==> src/rtl/wb_write_dispatch.sv <==
// Write-back dispatch: buffers register-file writes in a small FIFO and issues one per cycle.
// Optional WB_WRITE_DISPATCH_BYPASS_EN sends a request straight to the wr_* registers when the FIFO is empty.
module wb_write_dispatch #(
    parameter int DATA_WIDTH = 32,
    parameter int ADDR_WIDTH = 3,
    parameter int DEPTH      = 4
) (
    input  logic                         clk_i,
    input  logic                         rst_i,
    input  logic                         req_valid_i,
    input  logic [ADDR_WIDTH-1:0]        req_addr_i,
    input  logic [DATA_WIDTH-1:0]        req_data_i,
    output logic                         req_ready_o,
    input  logic                         hold_i,
    input  logic                         flush_i,
    output logic                         wr_en_o,
    output logic [ADDR_WIDTH-1:0]        wr_addr_o,
    output logic [DATA_WIDTH-1:0]        wr_data_o,
    output logic [$clog2(DEPTH):0]       count_o,
    output logic                         empty_o
);
    localparam int PW = $clog2(DEPTH);
    localparam int CW = PW + 1;
    localparam int EW = ADDR_WIDTH + DATA_WIDTH;

    // Handshake: a request transfers on a rising edge where req_valid_i && req_ready_o
    // (and no flush); the producer must hold its request until that edge.
    logic [EW-1:0]  r_mem [DEPTH];
    logic [PW-1:0]  r_rd_ptr;
    logic [PW-1:0]  r_wr_ptr;
    logic [CW-1:0]  r_count;
    logic           r_wr_en;
    logic [ADDR_WIDTH-1:0] r_wr_addr;
    logic [DATA_WIDTH-1:0] r_wr_data;

    logic w_push;
    logic w_pop;
    logic w_bypass;
    logic w_push_fifo;
    logic [EW-1:0] w_head;

    assign req_ready_o = !rst_i && (r_count < CW'(DEPTH));
    assign w_push      = req_valid_i && req_ready_o && !flush_i;
    assign w_pop       = !hold_i && !flush_i && (r_count != '0);
`ifdef WB_WRITE_DISPATCH_BYPASS_EN
    assign w_bypass    = w_push && (r_count == '0) && !hold_i;
`else
    assign w_bypass    = 1'b0;
`endif
    assign w_push_fifo = w_push && !w_bypass;
    assign w_head      = r_mem[r_rd_ptr];

    // Storage is not reset; occupancy is tracked solely by the pointers and count.
    always_ff @(posedge clk_i) begin
        if (w_push_fifo) begin
            r_mem[r_wr_ptr] <= {req_addr_i, req_data_i};
        end
    end

    always_ff @(posedge clk_i) begin
        if (rst_i) begin
            r_rd_ptr  <= '0;
            r_wr_ptr  <= '0;
            r_count   <= '0;
            r_wr_en   <= 1'b0;
            r_wr_addr <= '0;
            r_wr_data <= '0;
        end else if (flush_i) begin
            r_count  <= '0;
            r_rd_ptr <= r_wr_ptr;
            r_wr_en  <= 1'b0;
        end else begin
            r_wr_en <= 1'b0;
            if (w_pop) begin
                r_wr_addr <= w_head[EW-1:DATA_WIDTH];
                r_wr_data <= w_head[DATA_WIDTH-1:0];
                r_wr_en   <= 1'b1;
                r_rd_ptr  <= r_rd_ptr + PW'(1);
            end else if (w_bypass) begin
                r_wr_addr <= req_addr_i;
                r_wr_data <= req_data_i;
                r_wr_en   <= 1'b1;
            end
            if (w_push_fifo) begin
                r_wr_ptr <= r_wr_ptr + PW'(1);
            end
            if (w_push_fifo && !w_pop) begin
                r_count <= r_count + CW'(1);
            end else if (!w_push_fifo && w_pop) begin
                r_count <= r_count - CW'(1);
            end
        end
    end

    assign wr_en_o   = r_wr_en;
    assign wr_addr_o = r_wr_addr;
    assign wr_data_o = r_wr_data;
    assign count_o   = r_count;
    assign empty_o   = (r_count == '0);
endmodule

==> config.mk <==
export PLATFORM = sky130hd
export DESIGN_NAME = wb_write_dispatch
export DESIGN_NICKNAME = d
export VERILOG_FILES = /design/src/rtl/wb_write_dispatch.sv
export SDC_FILE = /design/constraint.sdc
export NUM_CORES = 1
export LEC_CHECK = 0
export BUFFER_PORTS_ARGS = -buffer_cell sky130_fd_sc_hd__clkbuf_2
export CORE_MARGIN = 10
export CORE_UTILIZATION = 52
export DETAILED_ROUTE_END_ITERATION = 6
export PLACE_DENSITY = 0.73
export SYNTH_ARGS = -nofsm -noshare
export SYNTH_HDL_FRONTEND = slang
export SYNTH_SLANG_ARGS = --single-unit
==> constraint.sdc <==
create_clock -name clk_i -period 2.23 [get_ports clk_i]
set_input_delay 0.446 -clock clk_i [delete_from_list [all_inputs] [get_ports clk_i]]
set_output_delay 0.446 -clock clk_i [all_outputs]
set_load 0.02 [all_outputs]
-- After elaboration in Yosys (flattened, before gate mapping)
Memories as Yosys holds them, arrays and structs flattened. A register that Yosys moved wholly into a read port is not among the register bits.
Index checks and enable logic that the tools add are counted.
- reduce and logical (&&, ||, !) cells: 19
- mux-type cells: 7
- $add $sub $neg: 4
- bitwise gates (word level): 1
- $lt $le $gt $ge: 1
- operators by type and width (operator ; number):
    $logic_and 1x1->1 ; 7
    $mux 3 ; 2
    $logic_not 1->1 ; 5
    $add 2x1->2 const B ; 2
    $mux 2 ; 2
    $reduce_and 2->1 ; 2
    $reduce_bool 2->1 ; 2
    $add 3x1->3 const B ; 1
    $logic_not 3->1 ; 1
    $lt 3x3->1 const B ; 1
    $mux 1 ; 3
    $reduce_bool 3->1 ; 1
    $sub 3x1->3 const B ; 1
    $reduce_or 2->1 ; 1
    $not 1->1 ; 1
- memories: 1
- output and inout port bits: 41
- bits in writable memories: 140
- logic and storage cells: 37
- input port bits: 40
- flip-flop bits (word level): 8
- memory list (name ; words ; bits a word ; rd ports ; clocked after Yosys merged registers in ; wr ports ; line ; source):
    r_mem ; 4 ; 35 ; 1 ; 1 ; 1 ; 28 ; logic [EW-1:0] r_mem [DEPTH];

-- Longest topological paths before layout
- depth after elaboration: 8
- gate-level depth with buffers: 8

-- Worst setup path before layout
No wires, ideal clock.
- path kind: input -> register
- start point: input port flush_i
- end point: register r_count[2] (netlist: count_o[2])
- stages on the path: 8
- data arrival time: 2.317 ns
- path slack: -0.173 ns
- data required time: 2.144 ns
- path buffers: 1
- cells stage by stage: buf_2 -> nor4b_4 -> ha_1 -> inv_1 -> fa_1 -> xor2_1 -> or3_1 -> a211oi_1
- cells in the longest elaborated chain, start to end: 6
- elaborated cells between the ends (all ways): 11
- those cells by class: 1 x mux; 10 x reduce/logical
- ends and longest elaborated chain (item ; line ; source):
    start, declared ; 15 ; input logic flush_i,
    $logic_not 1->1 ; 43, 44 ;
    $logic_and 1x1->1 (2 in a row) ; 44 ; assign w_pop = !hold_i && !flush_i && (r_count != '0);
    $logic_not 1->1 ; 87 ; if (w_push_fifo && !w_pop) begin
    $logic_and 1x1->1 ; 87 ;
    $mux 3 / $reduce_bool 2->1 (equally long branches) ; - ;
    end signal, assigned ; 88 ; r_count <= r_count + CW'(1);
    end signal, assigned ; 90 ; r_count <= r_count - CW'(1);
    end, declared ; 31 ; logic [CW-1:0] r_count;
Several ways; a longest one is shown, not always the timed one.
A chain may end at the register's enable or synchronous reset.

-- Worst setup path in the final report
- start point: register r_count[2] (netlist: count_o[2])
- end point: register r_count[2] (netlist: count_o[2])
- cells in the longest elaborated chain, start to end: 7
- elaborated cells between the ends (all ways): 15
- those cells by class: 2 x add/sub; 1 x order compare; 2 x mux; 10 x reduce/logical
- ends and longest elaborated chain (item ; line ; source):
    $lt 3x3->1 ; 42 ; assign req_ready_o = !rst_i && (r_count < CW'(DEPTH));
    $logic_and 1x1->1 ; 42 ;
    $logic_and 1x1->1 (2 in a row) ; 43 ; assign w_push = req_valid_i && req_ready_o && !flush_i;
    $logic_not 1->1 ; 89 ; end else if (!w_push_fifo && w_pop) begin
    $logic_and 1x1->1 ; 89 ;
    $reduce_bool 2->1 (no source line) ; - ;
Several ways; a longest one is shown, not always the timed one. The select of a mux whose other input is x is not followed.

==> impl_metrics.csv <==
group,metric,value,unit
timing,worst_pin_slew,0.874,ns
timing,fin_crit,2.11,ns
yosys,synth_edf_count,140,
clock_network,cts_tree,"built",
layout,n_fill_cell,904,
routing,vias,3263,
power,power.leakage,2.77,nW
timing,min_period_over_period,94.7,%
floorplan,die_h,133,um
routing,avgViaCountPerCell,5.47,
clock_network,cts_buffer_depth,2,
clock_network,cts_sinks,183,
clock_network,htreeDepth,4,
clock_network,hold_buffers,0,
global_routing,grt-ovfl-total,0,
worst_setup_path,slowest_delay,0.40,ns
yosys,synth_cell_type_count,30,
global_routing,grt_max_degree,37,
timing,drv_slew,0,
timing,rsz0062_at_grt,"no",
floorplan,fp-row-count,41,
floorplan,start_util,52.8,%
layout,mostFrequentLayoutCells,"edfxtp_1, clkbuf_2, dfxtp_1",
timing,fin_worst_skew,0.00896,ns
yosys,netlist_area,6630,um2
layout,antenna_cells,0,
layout,finalNetCount,457,
power,powerDensity,877,nW/um2
layout,area_growth,19.6,%
global_routing,grt_use_met1,16.8,%
timing,worst_slack,0.117,ns
layout,multiInputGateArea,1430,um2
global_routing,use_met3,5.22,%
run,drv_cap,0,
global_routing,grt_pass1_wl,19.6,mm
yosys,synthArstFlopShare,0,%
yosys,postSynthAreaPerCell,21.3,um2
global_routing,antenna_found_initial,1,
worst_setup_path,rrSetupSlack,0.12,ns
clock_network,clockRootBuffer,"clkbuf_16",
floorplan,io_pins,81,
worst_setup_path,critPathKind,"register to register",
layout,postLayoutCoreUtil,63.1,%
yosys,yosysSeqAreaShare,76.4,%
routing,wl,12.3,mm
routing,wl_per_cell,20.6,um
layout,drive_above_1_share,42.0,%
layout,final_common_cell,"edfxtp_1",
global_routing,met2_usage,24.5,%
worst_setup_path,critPathRequiredTime,2.57,ns
floorplan,design.core.area,12600,um2
worst_setup_path,critPathMaxFanout,6,
hold_path,hp-class,"input pin to register",
place,pre_cts_ws,-0.0567,ns
worst_setup_path,crit_slowest_cell,"dfxtp_1",
worst_setup_path,cp.arrival,2.45,ns
clock_network,clk_pin_slew_worst_paths,0.07,ns
global_routing,busiest_layer,"met2",
yosys,synthCells,312,
routing,drc,0,
power,peakVddDrop,0.000522,V
yosys,syn_nets,358,
routing,first_iter_violations,194,
timing,max_freq,473,MHz
global_routing,grt_pass1_vias,3605,
global_routing,track_usage,14.7,%
place,port_buffers,80,
yosys,ys_ff_latch,183,
timing,hold_viol,0,
place,globalplace.congestion,0.743,
yosys,yosysWarningCount,0,
floorplan,dieArea,17700,um2
layout,register_area,5070,um2
worst_setup_path,worstPathCellList,"nor4b_4 > ha_2 > inv_2 > fa_2 > xor2_1 > or3_1 > a211oi_2",
clock_network,numCtsBuffers,17,
run_status,outcome,"finished, final reports clean",
place,hpwl,8.01,mm
floorplan,die_w,133,um
clock_network,clock_latency,0.42,ns
worst_setup_path,cp-end-kind,"register",
timing,slew_headroom,41.7,%
routing,firstDrtPassIters,4,
yosys,ys.flop_type,"edfxtp_1",
worst_setup_path,start_kind,"register",
timing,setup_viol,0,
routing,ant_nets,0,
## timing repair
item | in CTS | in global routing
setup endpoints to repair | 0 | 1
resized for setup | 0 | 1
hold endpoints to repair | 0 | 0
setup buffers | 0 | 0
## logic make-up after synthesis
group                      count (synthesis)  share of synthesized area (%)
adders and majority gates                  6                           1.25
buffers and inverters                     22                           2.30
xor gates and xnor gates                   3                          0.396
DFF                                      183                           76.4
and+or+nand+nor                           18                           2.15
AOI/OAI and AO/OA                         44                           5.51
muxes                                     36                           12.0
## flip-flops by register name, indices dropped and copies added (netlist names)
signal,cells
wr_data_o,32
wr_en_o,1
wr_addr_o,3
r_wr_ptr,2
r_rd_ptr,2
r_mem,140
count_o,3
## through the flow
| step | hold slack, ns | cells | TNS (ns) | instance area (um2) | total power [mW] |
|---|---|---|---|---|---|
| after floorplan | 0.507 | 312 | -0.0604 | 6660 | 4.04 |
| after global placement | 0.460 | 564 | 0 | 7340 | 4.16 |
| after detailed placement | 0.464 | 564 | -0.0567 | 7340 | 4.18 |
| after CTS | 0.216 | 596 | 0 | 7930 | 7.02 |
| after global routing | 0.228 | 596 | 0 | 7930 | 7.20 |
| final | 0.238 | 596 | 0 | 7930 | 6.96 |
## critical path, delay by kind of cell (launching register included)
kind	cells	cell delay [ns]
AOI/OAI and AO/OA	1	0.20
xor gates and xnor gates	1	0.15
and+or+nand+nor	2	0.64
adders and majority gates	2	0.60
DFF	1	0.40
buffers and inverters	1	0.04
## final timing paths
| kind | cells after the start | start | endpoint |
|---|---|---|---|
| worst max register to register | 7 | count_o[2] | count_o[2] |
| worst max-delay path | 7 | count_o[2] | count_o[2] |
| worst min register to register | 1 | wr_data_o[13] | wr_data_o[13] |
| worst min-delay path | 1 | req_data_i[24] | r_mem[2][24] |
## metal layers
metal | vias up | routed length [um]
met1 | 1657 | 4770
met3 | 21 | 845
met5 | - | 10
met4 | 2 | 244
li1 | 1485 | -
met2 | 98 | 6400
## final cells by class
type                       count  share of cell area [%]
clock buffer                  17                    5.36
clock inverter                15                    1.99
inverter                       5                   0.237
multi-input combinational    107                    18.0
sequential                   183                    63.9
tap                          172                    2.71
timing repair buffer          97                    7.76
## report_power, final
group | leakage, nW | internal (mW) | switching, mW | total, mW
clock | 0.263 | 1.65 | 1.21 | 2.86
combinational | 0.895 | 0.168 | 0.178 | 0.345
sequential | 1.61 | 3.71 | 0.0366 | 3.75
total | 2.77 | 5.53 | 1.43 | 6.96
## synthesized netlist by cell type, types with 3 or more instances
library cell,instances,area share (%)
ha_1,5,0.94
nor2_1,3,0.17
inv_1,5,0.28
buf_2,5,0.38
buf_6,8,1.4
edfxtp_1,140,63
a22o_1,35,4.6
o21ai_0,4,0.30
dfxtp_1,43,13
mux4_2,35,12
or3_1,4,0.38
and2_1,4,0.38
(Power assumes the default switching activity.)
